### config.mk
export PLATFORM = sky130hd
export DESIGN_NAME = pc_next_unit
export DESIGN_NICKNAME = d
export VERILOG_FILES = /design/src/rtl/pc_next_unit.sv
export SDC_FILE = /design/constraint.sdc
export NUM_CORES = 1
export LEC_CHECK = 0
export CORE_MARGIN = 4
export CORE_UTILIZATION = 35
export DETAILED_ROUTE_END_ITERATION = 6
export GPL_TIMING_DRIVEN = 0
export PLACE_DENSITY_LB_ADDON = 0.08
export SLEW_MARGIN = 20
export SYNTH_ARGS = -nofsm -noshare
export SYNTH_HDL_FRONTEND = slang
export SYNTH_SLANG_ARGS = --single-unit
### constraint.sdc
create_clock -name clk -period 1.76 [get_ports clk]
set_input_delay 0.352 -clock clk [delete_from_list [all_inputs] [get_ports clk]]
set_output_delay 0.352 -clock clk [all_outputs]
set_load 0.1 [all_outputs]
### src/rtl/pc_next_unit.sv
// pc_next_unit: program counter register plus next-PC selection.
//
// Next-PC sources, highest priority first: a redirect captured during a stall,
// jump, taken branch (branch_i & zero_i), return-stack pop, sequential
// increment. A jump or taken branch seen while stalled is captured, so it is
// not lost, and is applied on the first unstalled edge.
//
// Optional feature: define PC_RAS_EN to build a RAS_DEPTH-entry circular
// return-address stack. Without it, call_i/ret_i are ignored and ras_err_o
// is tied low.
//
// Ports:
//   clk               clock, rising edge
//   rst_n             asynchronous active-low reset
//   stall_i           hold PC this cycle
//   branch_i, zero_i  conditional branch, taken when both are high
//   branch_target_i   branch target
//   jump_i            unconditional jump
//   jump_target_i     jump target
//   call_i            qualifies jump_i as a call (push return address)
//   ret_i             return request (pop)
//   pc_o              current PC (registered)
//   pc_seq_o          pc_o + INC, combinational, modulo 2^WIDTH
//   redirect_o        one cycle high after PC loaded from a non-sequential source
//   pending_o         a captured redirect is waiting
//   ras_err_o         sticky return-stack overflow/underflow
module pc_next_unit #(
  parameter int unsigned       WIDTH     = 32,
  parameter int unsigned       INC       = 4,
  parameter logic [WIDTH-1:0]  RESET_PC  = '0,
  parameter int unsigned       RAS_DEPTH = 4
) (
  input  logic             clk,
  input  logic             rst_n,
  input  logic             stall_i,
  input  logic             branch_i,
  input  logic             zero_i,
  input  logic [WIDTH-1:0] branch_target_i,
  input  logic             jump_i,
  input  logic [WIDTH-1:0] jump_target_i,
  input  logic             call_i,
  input  logic             ret_i,
  output logic [WIDTH-1:0] pc_o,
  output logic [WIDTH-1:0] pc_seq_o,
  output logic             redirect_o,
  output logic             pending_o,
  output logic             ras_err_o
);

  logic [WIDTH-1:0] pc_q, pc_d;
  logic [WIDTH-1:0] tgt_q, tgt_d;
  logic             pending_q, pending_d;
  logic             redirect_q, redirect_d;

  logic br_taken, run;
  logic take_pend, take_jump, take_br, ret_row, take_ret;
  logic             ras_valid;
  logic [WIDTH-1:0] ras_top;

  assign pc_seq_o = pc_q + WIDTH'(INC);
  assign br_taken = branch_i & zero_i;
  assign run      = ~stall_i;

  // Row decode for an unstalled edge; exactly one of these (or none) is high.
  assign take_pend = run & pending_q;
  assign take_jump = run & ~pending_q & jump_i;
  assign take_br   = run & ~pending_q & ~jump_i & br_taken;
  assign ret_row   = run & ~pending_q & ~jump_i & ~br_taken & ret_i;
  assign take_ret  = ret_row & ras_valid;

  always_comb begin
    pc_d       = pc_q;
    tgt_d      = tgt_q;
    pending_d  = pending_q;
    redirect_d = 1'b0;
    if (stall_i) begin
      // Only the first redirect seen during a stall is kept.
      if (!pending_q && (jump_i || br_taken)) begin
        pending_d = 1'b1;
        tgt_d     = jump_i ? jump_target_i : branch_target_i;
      end
    end else if (take_pend) begin
      pc_d       = tgt_q;
      pending_d  = 1'b0;
      redirect_d = 1'b1;
    end else if (take_jump) begin
      pc_d       = jump_target_i;
      redirect_d = 1'b1;
    end else if (take_br) begin
      pc_d       = branch_target_i;
      redirect_d = 1'b1;
    end else if (take_ret) begin
      pc_d       = ras_top;
      redirect_d = 1'b1;
    end else begin
      pc_d = pc_seq_o;
    end
  end

  always_ff @(posedge clk or negedge rst_n) begin
    if (!rst_n) begin
      pc_q       <= RESET_PC;
      tgt_q      <= '0;
      pending_q  <= 1'b0;
      redirect_q <= 1'b0;
    end else begin
      pc_q       <= pc_d;
      tgt_q      <= tgt_d;
      pending_q  <= pending_d;
      redirect_q <= redirect_d;
    end
  end

  assign pc_o       = pc_q;
  assign pending_o  = pending_q;
  assign redirect_o = redirect_q;

`ifdef PC_RAS_EN
  localparam int unsigned PtrW = $clog2(RAS_DEPTH);
  localparam int unsigned CntW = PtrW + 1;

  logic [WIDTH-1:0] ras_q [RAS_DEPTH];
  logic [PtrW-1:0]  ptr_q;  // next write slot; when full it points at the oldest entry
  logic [CntW-1:0]  cnt_q;
  logic             err_q;
  logic             push, full;

  assign push      = take_jump & call_i;
  assign full      = (cnt_q == CntW'(RAS_DEPTH));
  assign ras_valid = (cnt_q != '0);
  assign ras_top   = ras_q[ptr_q - 1'b1];

  always_ff @(posedge clk or negedge rst_n) begin
    if (!rst_n) begin
      ptr_q <= '0;
      cnt_q <= '0;
      err_q <= 1'b0;
    end else if (push) begin
      ras_q[ptr_q] <= pc_seq_o;
      ptr_q        <= ptr_q + 1'b1;
      if (full) err_q <= 1'b1;
      else      cnt_q <= cnt_q + 1'b1;
    end else if (take_ret) begin
      ptr_q <= ptr_q - 1'b1;
      cnt_q <= cnt_q - 1'b1;
    end else if (ret_row) begin
      // Underflow: the return fell through to the sequential row.
      err_q <= 1'b1;
    end
  end

  assign ras_err_o = err_q;
`else
  logic unused_ras;
  assign ras_valid  = 1'b0;
  assign ras_top    = '0;
  assign ras_err_o  = 1'b0;
  assign unused_ras = call_i | ret_row;
`endif

endmodule

* Yosys cells after proc, flatten, opt, wreduce, memory -nomap -nowiden
Cells that the tools add are included.
** Word-level totals
- Bits in writable memories :: 0
- Output and inout port bits :: 67
- Register bits after elaboration :: 66
- ROM bits :: 0
- Bits in latches :: 0
- Input port bits :: 72
- Word-level logic and storage cells :: 32
- Memories kept :: 0
** Operators by class
- $lt $le $gt $ge :: 0
- Reductions and logical operators :: 6
- Shift operators :: 0
- Multiply operators :: 0
- Mux-type cells :: 11
- Equal/unequal tests :: 1
- Add/subtract/negate cells :: 1
- Div/mod/pow operators :: 0
- Bitwise logic cells :: 9
** Operators by type and width (count)
- $mux W32 :: 4
- $add A32 B3 Y32 const B :: 1
- $mux W1 :: 7
- $and A1 B1 Y1 :: 6
- $reduce_and A2 Y1 :: 2
- $not A1 Y1 :: 3
- $ne A2 B1 Y1 const B :: 1
- $reduce_bool A2 Y1 :: 1
- $logic_and A1 B1 Y1 :: 1
- $logic_not A1 Y1 :: 1
- $logic_or A1 B1 Y1 :: 1

* Longest topological paths before layout
Gate-level depths: netlist of the first run.
- Word-level depth :: 8
- Depth in mapped cells :: 7
- Depth with buffers taken out :: 6

* Least setup slack after synthesis of the first run
OpenSTA, ideal clock, no wires.
- Path type :: reg-to-reg
- From :: register pc_q[2], in the netlist pc_o[2]
- To :: register pc_q[22], in the netlist pc_o[22]
- Data required time :: 1.688 ns
- Clock period less this slack :: 4.047 ns
- Buffers on the path :: 0
- Library setup time :: 0.072 ns
- Cell stages (with the launch flop) :: 7
- Path slack :: -2.287 ns
- Arrival :: 3.976 ns
- Path through :: dfrtp_1 ha_1 nand4_1 nor3_2 nand4_1 xnor2_1 a31o_2
** Between the ends
- Word-level cells in the longest chain between the ends :: 4
** RTL lines
- from (decl) :: RTL line 50 : logic [WIDTH-1:0] pc_q, pc_d;
- from (signal assigned) :: RTL line 107 : pc_q <= pc_d;
- $add A32 B3 Y32 :: RTL line 60 : assign pc_seq_o = pc_q + WIDTH'(INC);
- via pc_seq_o[22] :: RTL line 44 : output logic [WIDTH-1:0] pc_seq_o,
- $mux W32 :: RTL line 89 : end else if (take_br) begin
- $mux W32 :: RTL line 86 : end else if (take_jump) begin
- $mux W32 :: RTL line 82 : end else if (take_pend) begin
The timed path passes the listed nets, and every way through them passes these cells.
A chain may end at the register's enable or synchronous reset.

* Worst setup path in the final report of the first run
- From :: register pc_q[3], in the netlist pc_o[3]
- To :: output pc_seq_o[26]
** Between the ends
- Word-level cells in the longest chain between the ends :: 1
** RTL lines (RTL line)
- $add A32 B3 Y32 :: 60
- to (decl) :: 44
Every way passes these cells.

==> results of run 1 <==
metrics by stage:
| step | hold WS (ps) | std cells |
|---|---|---|
| after floorplan | 56.41 | 494 |
| after global placement | 484.5 | 775 |
| after detailed placement | 280.7 | 776 |
| after CTS | 481.6 | 843 |
| after global routing | 499.1 | 864 |
| final | 463.8 | 864 |
timing repair:
item | in CTS | in global routing
endpoints found under the setup margin | 130 | 96
pin swaps | 33 | 38
cloned | 1 | 0
resized for setup | 450 | 74
hold endpoints to repair | 21 | 0
buffers inserted | 52 | 29
hold buffers | 1 | 0
cell usage in the layout, fill, tap and decap left out, types with 5 or more instances in the layout:
cell type / instances
inv_1: 6
nand3_4: 5
buf_12: 25
xnor2_4: 21
a221o_1: 10
clkdlybuf4s50_1: 64
a221oi_1: 5
and3_1: 5
a22oi_1: 5
o22ai_1: 9
buf_4: 53
dfrtp_4: 20
a31o_2: 8
nor2_1: 40
nor3_4: 5
buf_6: 39
a21oi_1: 46
o21ai_0: 21
clkbuf_1: 6
xor2_4: 6
nand4_1: 15
clkbuf_4: 9
nand2_1: 49
dfrtp_2: 9
buf_2: 18
nand2_4: 5
clkdlybuf4s15_2: 16
dfrtp_1: 37
mux2i_1: 21
a31oi_1: 17
nand3_1: 14
clkbuf_16: 9
clkbuf_2: 8
worst max path at each step:
stage,from,cells past startpoint,slack (ps),to
finish,pc_o[3],7,-840,pc_seq_o[26]
global route,pc_o[3],7,-890,pc_seq_o[26]
CTS,pc_o[4],8,-820,pc_seq_o[31]
detailed placement,pc_o[2],6,-1670,pc_seq_o[26]
global placement,rst_n,1,-2630,pending_o
floorplan,pc_o[2],5,-910,pc_seq_o[26]
area by class of cell:
type | count | share of cell area [%]
Tap cell | 147 | 2.320
Buffer | 36 | 3.046
Clock inverter | 5 | 0.9785
Multi-Input combinational cell | 381 | 39.80
Timing Repair Buffer | 211 | 28.49
Clock buffer | 11 | 3.062
Sequential cell | 66 | 21.92
Inverter | 7 | 0.3788
cell usage after synthesis (3+ instances only):
master,instances
or3_1,3
buf_6,6
and3_1,6
clkbuf_1,19
a221o_1,10
nand4_1,15
a31o_2,10
xor2_1,6
o21ai_0,25
xnor2_1,18
a31oi_1,18
buf_2,9
buf_4,3
nand3_1,23
o22ai_1,10
a21oi_1,50
a22oi_1,5
xnor2_2,3
mux2i_1,21
dfrtp_1,66
and4_1,3
a221oi_1,5
nand2_1,54
nor3_2,4
o211ai_1,4
inv_1,6
nand2b_1,3
nor2_1,46
and2_1,4
nor3_1,6
metal layers:
layer	vias up	routed length, um	GRT usage (%)
li1	2257	-	-
met5	-	0	0
met3	60	1831	6.555
met1	2526	8037	35.99
met2	356	9064	42.05
met4	0	577	8.255
power breakdown:
part | switching [mW] | internal (mW) | total (mW)
registers | 0.401 | 1.86 | 2.26
logic | 3.32 | 1.75 | 5.07
clock network | 0.741 | 1.28 | 2.02
state kept, by name (all words and copies together), names as in the netlist:
signal / count
pending_o: 1
pc_o: 32
tgt_q: 32
redirect_o: 1
kinds of logic (layout without fill, tap and decap cells):
group / after synthesis / after routing
adders and majority gates: 1 / 1
DFF: 66 / 66
other: 1 / 1
buffers and inverters: 47 / 270
xor gates and xnor gates: 27 / 27
AOI/OAI and AO/OA: 153 / 153
and+or+nand+nor: 178 / 178
muxes: 21 / 21
==> results by group, run 1 <==
Synthesis
  • Post-synth top area share: 38.71%
  • Synth Area in Adders: 0.2933%
  • Cell count after synthesis: 494
  • Mux cell area share after synthesis: 4.927%
  • Main combinational cell family by area after synthesis: compound AO/OA/AOI/OAI gates
  • Sequential-to-total area share from yosys stat: 38.71%
  • Number of synthesized flops with an enable pin: 0
  • Simple-Gate Fraction of Synth Area: 21.00%
  • Yosys cell types: 57
  • Async SR Flop Fraction: 100.0%
  • Post-synth top area cell: dfrtp_1
  • Main area contributors after synthesis: dfrtp_1 (39%), a21oi_1 (5.9%), mux2i_1 (4.9%)
  • Avg Cell Area, Syn: 8.637 um2
  • Yosys reg bits: 66
  • Synth warn: 0
  • XOR/XNOR Fraction of Synth Area: 6.070%
  • Compound-Gate Fraction of Synth Area: 23.17%
  • Primary FF master, synth: dfrtp_1
  • Post-Syn Nets: 567
  • Post-Syn Area: 4267 um2

Floorplanning
  • Number of top-level pins: 139
  • Die area: 14020 um2
  • Core ar.: 11960 um2
  • Cell Rows: 40
  • Die height: 118.4 um
  • Die W: 118.4 um
  • Initial core utilization: 35.67%

Setup path
  • Slowest CP cell: dfrtp_4
  • Most frequent cell on the critical path: nand4_1
  • Path depth of the worst reg2reg path: 10
  • CP Capture Type: primary output
  • Flop2flop setup slack: -470 ps
  • Reg2reg start: pc_o[4]
  • CP delay by family, top: simple AND/OR/NAND/NOR gates
  • Crit path arrival time: 2250 ps
  • R2R Path End: pc_o[23]
  • CP max FO: 5
  • Crit path buffers/inverters: 2
  • Cells along the critical path: ha_4 -> nand4_1 -> nor3_4 -> buf_6 -> nand4_1 -> xnor2_4 -> buf_12
  • Required @ worst endpoint: 1410 ps
  • CP Launch Type: register
  • Critical path class: register to primary output
  • CP max stage delay: 440 ps

Global routing
  • Initial antenna violation count: 0
  • GRT Resource Usage Total: 26.59%
  • Largest net degree at the start of global routing: 46
  • Vias in the first global route: 5216
  • GRT Residual Overflow: 0
  • First-pass GRT wire length: 29430 um

Job
  • Max Cap Violations: 0

Timing
  • Setup tns final: -23360 ps
  • Final Critical Period: 2599 ps
  • Final max-slew violation count: 0
  • Fmax: 0.3848 GHz
  • Tightest Pin Transition: 978.2 ps
  • Final setup viols: 51
  • Final WS setup: -838.7 ps
  • Final hold vios: 0
  • Clk_skew: 13.92 ps
  • Tcrit/Tclk final: 147.7%
  • RSZ-0062 raised after global routing: true
  • Slew HR: 35.05%

Detailed routing
  • Detailed Routing Iterations Pass 1: 6
  • WL/cell: 22.58 um
  • Vias/cell: 6.017
  • DRT iter0 DRCs: 604
  • DR vias: 5199
  • Routed Antenna Nets: 0
  • Total length of routed wires: 19510 um
  • # DRC: 0

Final layout
  • Antenna Cells: 0
  • Final instance area: 7928 um2
  • Final Util: 66.28%
  • Share of layout cells above drive strength 1: 42.54%
  • Register area: 1738 um2
  • Final #Nets: 785
  • Area Growth Syn to Fin: 85.81%
  • Fill cells: 940
  • Multi-input gate area: 3156 um2

Placement
  • Place WS: -1671 ps
  • PortBufs: 134
  • Post-DP HPWL: 12890 um
  • RD Place Congestion: 0.9264
  • Placed inst area: 6444 um2

Clocking
  • CTS tree: built
  • H-tree depth: 3
  • Clock Path Buffers: 2
  • Total CTS buffers: 9
  • Worst skew pair latency: 340 ps
  • Root Buffer: clkbuf_16
  • Clk sinks: 66
  • Clock-pin transition on the worst setup and hold timing paths: 70 ps

Hold path
  • Hold/Removal Path Class: primary input to asynchronous set/reset pin

Pwr
  • Worst vdd ir: 0.7447 mV
  • Leak: 3.332 nW
  • P per Cell Area: 1179 nW/um2
  • Tot Pwr: 9.346 mW

Status
  • Failing checks: setup timing
  • Status: complete, but fails checks
Power figures use the tool's default switching activity.
==> run 2, diff against run 1 <==
--- a/config.mk
+++ b/config.mk
@@ -7,8 +7,8 @@
 export LEC_CHECK = 0
 export CORE_MARGIN = 4
 export CORE_UTILIZATION = 35
+export CTS_BUF_LIST = sky130_fd_sc_hd__clkbuf_8 sky130_fd_sc_hd__clkbuf_16
 export DETAILED_ROUTE_END_ITERATION = 6
-export GPL_TIMING_DRIVEN = 0
 export PLACE_DENSITY_LB_ADDON = 0.08
 export SLEW_MARGIN = 20
 export SYNTH_ARGS = -nofsm -noshare
==> results by group, run 2 (synthesized netlist as in run 1, its figures left out) <==
Global routing
  • Largest net degree at the start of global routing: 67 (was 46)
  • First-pass GRT wire length: 29190 um (was 29430 um)
  • Initial antenna violation count: 0 (unchanged)
  • Vias in the first global route: 5263 (was 5216)
  • GRT Residual Overflow: 0 (unchanged)
  • GRT Resource Usage Total: 26.46% (was 26.59%)

Pwr
  • Gate power share: 60.0% (was 54.2%)
  • Part of the power in registers: 21.2% (was 24.2%)
  • Switching Fraction: 45.58% (was 47.77%)
  • P per Cell Area: 1135 nW/um2 (was 1179 nW/um2)
  • Leak: 3.693 nW (was 3.332 nW)
  • Clock power frac: 18.8% (was 21.6%)
  • Switching power: 4.530 mW (was 4.465 mW)
  • Pint: 5.409 mW (was 4.881 mW)
  • Worst vdd ir: 0.8757 mV (was 0.7447 mV)

Setup path
  • Crit path arrival time: 2120 ps (was 2250 ps)
  • CP Capture Type: primary output (unchanged)
  • Critical path class: register to primary output (unchanged)
  • CP max FO: 7 (was 5)
  • Required @ worst endpoint: 1410 ps (about the same)
  • CP Launch Type: register (unchanged)

Timing
  • Clk_skew: 4.885 ps (was 13.92 ps)
  • Tightest Pin Transition: 505.1 ps (was 978.2 ps)
  • Final hold slack: 12.57 ps (was 463.8 ps)
  • Final Critical Period: 2467 ps (was 2599 ps)
  • Final hold vios: 0 (unchanged)
  • Slew HR: 66.33% (was 35.05%)
  • Tcrit/Tclk final: 140.2% (was 147.7%)
  • Fmax: 0.4053 GHz (was 0.3848 GHz)
  • Final WS setup: -707.5 ps (was -838.7 ps)
  • RSZ-0062 raised after global routing: true (unchanged)
  • Final setup viols: 50 (was 51)
  • Final max-slew violation count: 0 (unchanged)

Detailed routing
  • DR vias: 4996 (was 5199)
  • Vias/cell: 5.551 (was 6.017)
  • Routed Antenna Nets: 0 (unchanged)
  • Total length of routed wires: 18010 um (was 19510 um)
  • DRT iter0 DRCs: 328 (was 604)
  • WL/cell: 20.01 um (was 22.58 um)
  • # DRC: 0 (unchanged)
  • Detailed Routing Iterations Pass 1: 5 (was 6)

Hold path
  • Hold/Removal Path Class: primary input to asynchronous set/reset pin (unchanged)

Clocking
  • Clk sinks: 66 (unchanged)
  • H-tree depth: 3 (unchanged)
  • Worst skew pair latency: 350 ps (was 340 ps)
  • Clock-pin transition on the worst setup and hold timing paths: 60 ps (was 70 ps)
  • Total CTS buffers: 9 (unchanged)
  • Clock Path Buffers: 2 (unchanged)
  • Root Buffer: clkbuf_16 (unchanged)
  • CTS tree: built (unchanged)

Floorplanning
  • Cell Rows: 40 (unchanged)
  • Core ar.: 11960 um2 (unchanged)
  • Die area: 14020 um2 (unchanged)
  • Die height: 118.4 um (unchanged)
  • Initial core utilization: 35.67% (unchanged)
  • Number of top-level pins: 139 (unchanged)
  • Die W: 118.4 um (unchanged)

Status
  • Status: complete, but fails checks (unchanged)
  • Failing checks: setup timing (unchanged)

Final layout
  • Final #Nets: 821 (was 785)
  • Most common cell after layout, fill and taps aside: buf_4 (was clkdlybuf4s50_1)
  • Share of layout cells above drive strength 1: 45.15% (was 42.54%)
  • Commonest non-fill, non-tap cells in the layout: buf_4 (104), buf_12 (74), clkdlybuf4s50_1 (66) (was clkdlybuf4s50_1 (64), buf_4 (53), nand2_1 (49))
  • Area Growth Syn to Fin: 105.3% (was 85.81%)
  • Final Util: 73.22% (was 66.28%)
  • Antenna Cells: 0 (unchanged)

Job
  • Max Cap Violations: 0 (unchanged)

Placement
  • RD Place Congestion: 0.8924 (was 0.9264)
  • Post-DP HPWL: 13260 um (was 12890 um)
  • PortBufs: 135 (was 134)
run 2: cell count changes in the layout (fill, tap and decap cells not counted), moves of 4 or more:
cell             previous run  this run
buf_12                     25        74
buf_2                      18         2
buf_4                      53       104
clkbuf_1                    6         0
clkbuf_2                    8         0
clkbuf_4                    9         0
clkdlybuf4s15_2            16         0
nand2_4                     5         1
nand3_2                     4         0
nand3_4                     5        10
o21ai_0                    21        16
o21ai_1                     4         9
run 2: final cells by class:
class	count	area, um2
clock inverter	5	53.80
clock buffer	11	252.7
multi-input combinational	381	3153
timing repair buffer	283	3351
tap	147	183.9
inverter	7	26.28
sequential	66	1738
fill	849	3203
run 2: critical path: stages, from the launching register on:
cell and delay (ps):
dfrtp_4 430, buf_6 100, nand4_1 90, buf_4 170, nor4_4 130, buf_6 170, nand4_1 200, xnor2_4 270
buf_12 200
run 2: power by group through the flow:
stage	Combinational (mW)	Clock [mW]	Sequential [mW]
CTS	5.87	1.91	2.10
detailed placement	5.66	0	2.12
global route	6.19	1.98	2.14
global placement	5.62	0	2.10
floorplan	2.21	0	3.24
finish	5.96	1.87	2.11
run 2: final timing paths:
check | start | to | slack [ps] | depth (start not counted)
worst max-delay path | pc_o[3] | pc_seq_o[29] | -710 | 8
min in group clk | tgt_q[1] | pc_o[1] | 500 | 2
worst max register to register | pc_o[3] | pc_o[25] | -320 | 10
max in group asynchronous | rst_n | pending_o | 1380 | 2
worst min-delay path | rst_n | pc_o[13] | 10 | 2
worst min register to register | tgt_q[1] | pc_o[1] | 500 | 2
run 2: what timing repair did:
| item | CTS | global route |
|---|---|---|
| endpoints found under the hold margin | 0 | 0 |
| gates resized for setup | 67 | 30 |
| hold buffers | 0 | 0 |
| setup buffers | 19 | 17 |
| pin swaps | 44 | 29 |
| endpoints found under the setup margin | 51 | 59 |
run 2: layer usage:
metal | vias to the layer above | global-route usage (%) | share of wire [%]
met2 | 185 | 39.69 | 47
met5 | - | 0 | 0
met1 | 2452 | 38.09 | 45
met4 | 0 | 7.024 | 1.7
li1 | 2333 | - | -
met3 | 26 | 6.603 | 6.3
run 2: stage by stage:
| stage | total power [mW] | std cells | setup slack, ps | setup TNS (ps) | cell area, um2 |
|---|---|---|---|---|---|
| after global routing | 10.31 | 900 | -814.9 | -23920 | 8758 |
| final | 9.939 | 900 | -707.5 | -19900 | 8758 |
| after floorplan | 5.460 | 494 | -910.5 | -35260 | 4893 |
| after global placement | 7.722 | 859 | -373.3 | -21190 | 7876 |
| after CTS | 9.877 | 892 | -698.4 | -18560 | 8611 |
| after detailed placement | 7.776 | 859 | -406.7 | -23710 | 7876 |
==> run 3, diff against run 2 <==
==> constraint.sdc (replaced) <==
create_clock -name clk -period 2.3 [get_ports clk]
set_input_delay 0.46 -clock clk [delete_from_list [all_inputs] [get_ports clk]]
set_output_delay 0.46 -clock clk [all_outputs]
set_load 0.1 [all_outputs]
==> results by group, run 3 (synthesized netlist as in run 1, its figures left out) <==
Clocking
  • Total CTS buffers: 9 (unchanged)
  • Clock Path Buffers: 2 (unchanged)
  • Worst skew pair latency: 330 ps (was 350 ps)
  • Clk sinks: 66 (unchanged)
  • Clock-pin transition on the worst setup and hold timing paths: 60 ps (about the same)
  • Root Buffer: clkbuf_16 (unchanged)
  • CTS tree: built (unchanged)
  • Post-CTS Hold Buffers: 0 (unchanged)
  • H-tree depth: 3 (unchanged)

Placement
  • PortBufs: 135 (unchanged)
  • Post-DP HPWL: 11830 um (was 13260 um)
  • Placed Cells: 799 (was 859)
  • RD Place Congestion: 0.8879 (was 0.8924)

Global routing
  • GRT Residual Overflow: 0 (unchanged)
  • Vias in the first global route: 4761 (was 5263)
  • Largest net degree at the start of global routing: 67 (unchanged)
  • First-pass GRT wire length: 26480 um (was 29190 um)
  • Initial antenna violation count: 0 (unchanged)
  • GRT Resource Usage Total: 23.56% (was 26.46%)

Hold path
  • Hold/Removal Path Class: primary input to asynchronous set/reset pin (unchanged)

Setup path
  • CP max stage delay: 430 ps (about the same)
  • Critical path class: register to primary output (unchanged)
  • CP Launch Type: register (unchanged)
  • CP max FO: 7 (unchanged)
  • CP Capture Type: primary output (unchanged)
  • Required @ worst endpoint: 1840 ps (was 1410 ps)
  • Crit path arrival time: 2180 ps (was 2120 ps)
  • Cells along the critical path: ha_4 -> nand4_1 -> nor3_4 -> buf_12 -> nand4_1 -> xnor2_4 -> buf_12 (was buf_6 -> nand4_1 -> buf_4 -> nor4_4 -> buf_6 -> nand4_1 -> xnor2_4 -> buf_12)
  • Slowest CP cell: dfrtp_4 (unchanged)

Floorplanning
  • Core ar.: 11960 um2 (unchanged)
  • Die height: 118.4 um (unchanged)
  • Cell Rows: 40 (unchanged)
  • Initial core utilization: 35.67% (unchanged)
  • Die area: 14020 um2 (unchanged)
  • Number of top-level pins: 139 (unchanged)
  • Die W: 118.4 um (unchanged)

Detailed routing
  • DRT iter0 DRCs: 355 (was 328)
  • Vias/cell: 5.677 (was 5.551)
  • Total length of routed wires: 16640 um (was 18010 um)
  • DR vias: 4837 (was 4996)
  • Routed Antenna Nets: 0 (unchanged)
  • # DRC: 0 (unchanged)
  • WL/cell: 19.53 um (was 20.01 um)
  • Detailed Routing Iterations Pass 1: 5 (unchanged)

Timing
  • Tcrit/Tclk final: 114.9%
  • Slew HR: 61.85% (was 66.33%)
  • Final WS setup: -343.7 ps (was -707.5 ps)
  • Final setup viols: 24 (was 50)
  • Final Critical Period: 2644 ps
  • Final hold vios: 0 (unchanged)
  • Tightest Pin Transition: 571.7 ps (was 505.1 ps)
  • Final hold slack: 128.3 ps (was 12.57 ps)
  • Final max-slew violation count: 0 (unchanged)
  • Clk_skew: 10.45 ps (was 4.885 ps)
  • RSZ-0062 raised after global routing: true (unchanged)
  • Setup tns final: -5233 ps (was -19900 ps)
  • Fmax: 0.3783 GHz

Final layout
  • Final Util: 64.99% (was 73.22%)
  • Final Non-Filler Cells: 852 (was 900)
  • Antenna Cells: 0 (unchanged)
  • Most common cell after layout, fill and taps aside: buf_4 (unchanged)
  • Commonest non-fill, non-tap cells in the layout: buf_4 (107), clkdlybuf4s50_1 (67), nand2_1 (51) (was buf_4 (104), buf_12 (74), clkdlybuf4s50_1 (66))
  • Share of layout cells above drive strength 1: 39.43% (was 45.15%)
  • Fill cells: 919 (was 849)
  • Area Growth Syn to Fin: 82.20% (was 105.3%)
  • Final #Nets: 773 (was 821)

Pwr
  • Part of the power in registers: 23.6% (was 21.2%)
  • Leak: 3.286 nW (was 3.693 nW)
  • Clock power frac: 21.5% (was 18.8%)
  • Tot Pwr: 7.052 mW (was 9.939 mW)
  • Pint: 3.779 mW (was 5.409 mW)
  • P per Cell Area: 907.2 nW/um2 (was 1135 nW/um2)
  • Worst vdd ir: 0.5064 mV (was 0.8757 mV)
  • Switching power: 3.274 mW (was 4.530 mW)
  • Switching Fraction: 46.42% (was 45.58%)
  • Gate power share: 54.9% (was 60.0%)

Status
  • Status: complete, but fails checks (unchanged)
  • Failing checks: setup timing (unchanged)

Job
  • Max Cap Violations: 0 (unchanged)
[run 3: worst max-delay path, delay by kind of cell (launching register included)]
kind                       cells  cell delay (ps)
xor gates and xnor gates       1              270
and+or+nand+nor                3              650
DFF                            1              430
adders and majority gates      1              140
buffers and inverters          2              360
[run 3: through the flow]
stage               instance area, um2  setup slack, ps
floorplan                         4877           -478.5
global placement                  6940           -82.53
detailed placement                6940           -128.0
CTS                               7577           -315.7
global route                      7774           -408.9
finish                            7774           -343.7
[run 3: metal layers]
layer	vias up	part of all wire (%)	global-route usage, %
met4	0	1.6	5.793
met3	19	6.5	5.311
met1	2366	45	34.08
li1	2244	-	-
met5	-	0	0
met2	208	47	35.80
[run 3: power by group through the flow]
| stage | Combinational (mW) | Sequential, mW | Clock (mW) |
|---|---|---|---|
| after floorplan | 1.69 | 2.48 | 0 |
| after global placement | 3.70 | 1.66 | 0 |
| after detailed placement | 3.72 | 1.67 | 0 |
| after CTS | 3.82 | 1.65 | 1.54 |
| after global routing | 4.02 | 1.69 | 1.60 |
| final | 3.87 | 1.66 | 1.52 |
[run 3: what timing repair did]
action | CTS | global route
pin swaps | 33 | 18
setup buffers | 23 | 22
setup endpoints to repair | 25 | 27
endpoints found under the hold margin | 0 | 0
resized for setup | 28 | 21
[run 3: worst paths after layout]
check | depth (start not counted) | end | slack [ps] | from
setup / recovery | 7 | pc_seq_o[22] | -340 | pc_o[3]
hold / removal | 2 | tgt_q[12] | 130 | rst_n
setup reg to reg | 12 | pc_o[23] | 40 | pc_o[3]
hold reg to reg | 2 | pc_o[2] | 510 | tgt_q[2]
max in group asynchronous | 2 | pc_o[8] | 1800 | rst_n
min in group clk | 2 | pc_o[2] | 510 | tgt_q[2]
[run 3: cell type report]
cell class	instances	area, um2	share of cell area [%]
multi-input combinational	381	3017	38.81
timing repair buffer	235	2489	32.01
sequential	66	1734	22.31
clock buffer	11	252.7	3.251
tap	147	183.9	2.366
clock inverter	5	71.32	0.9174
inverter	7	26.28	0.3380
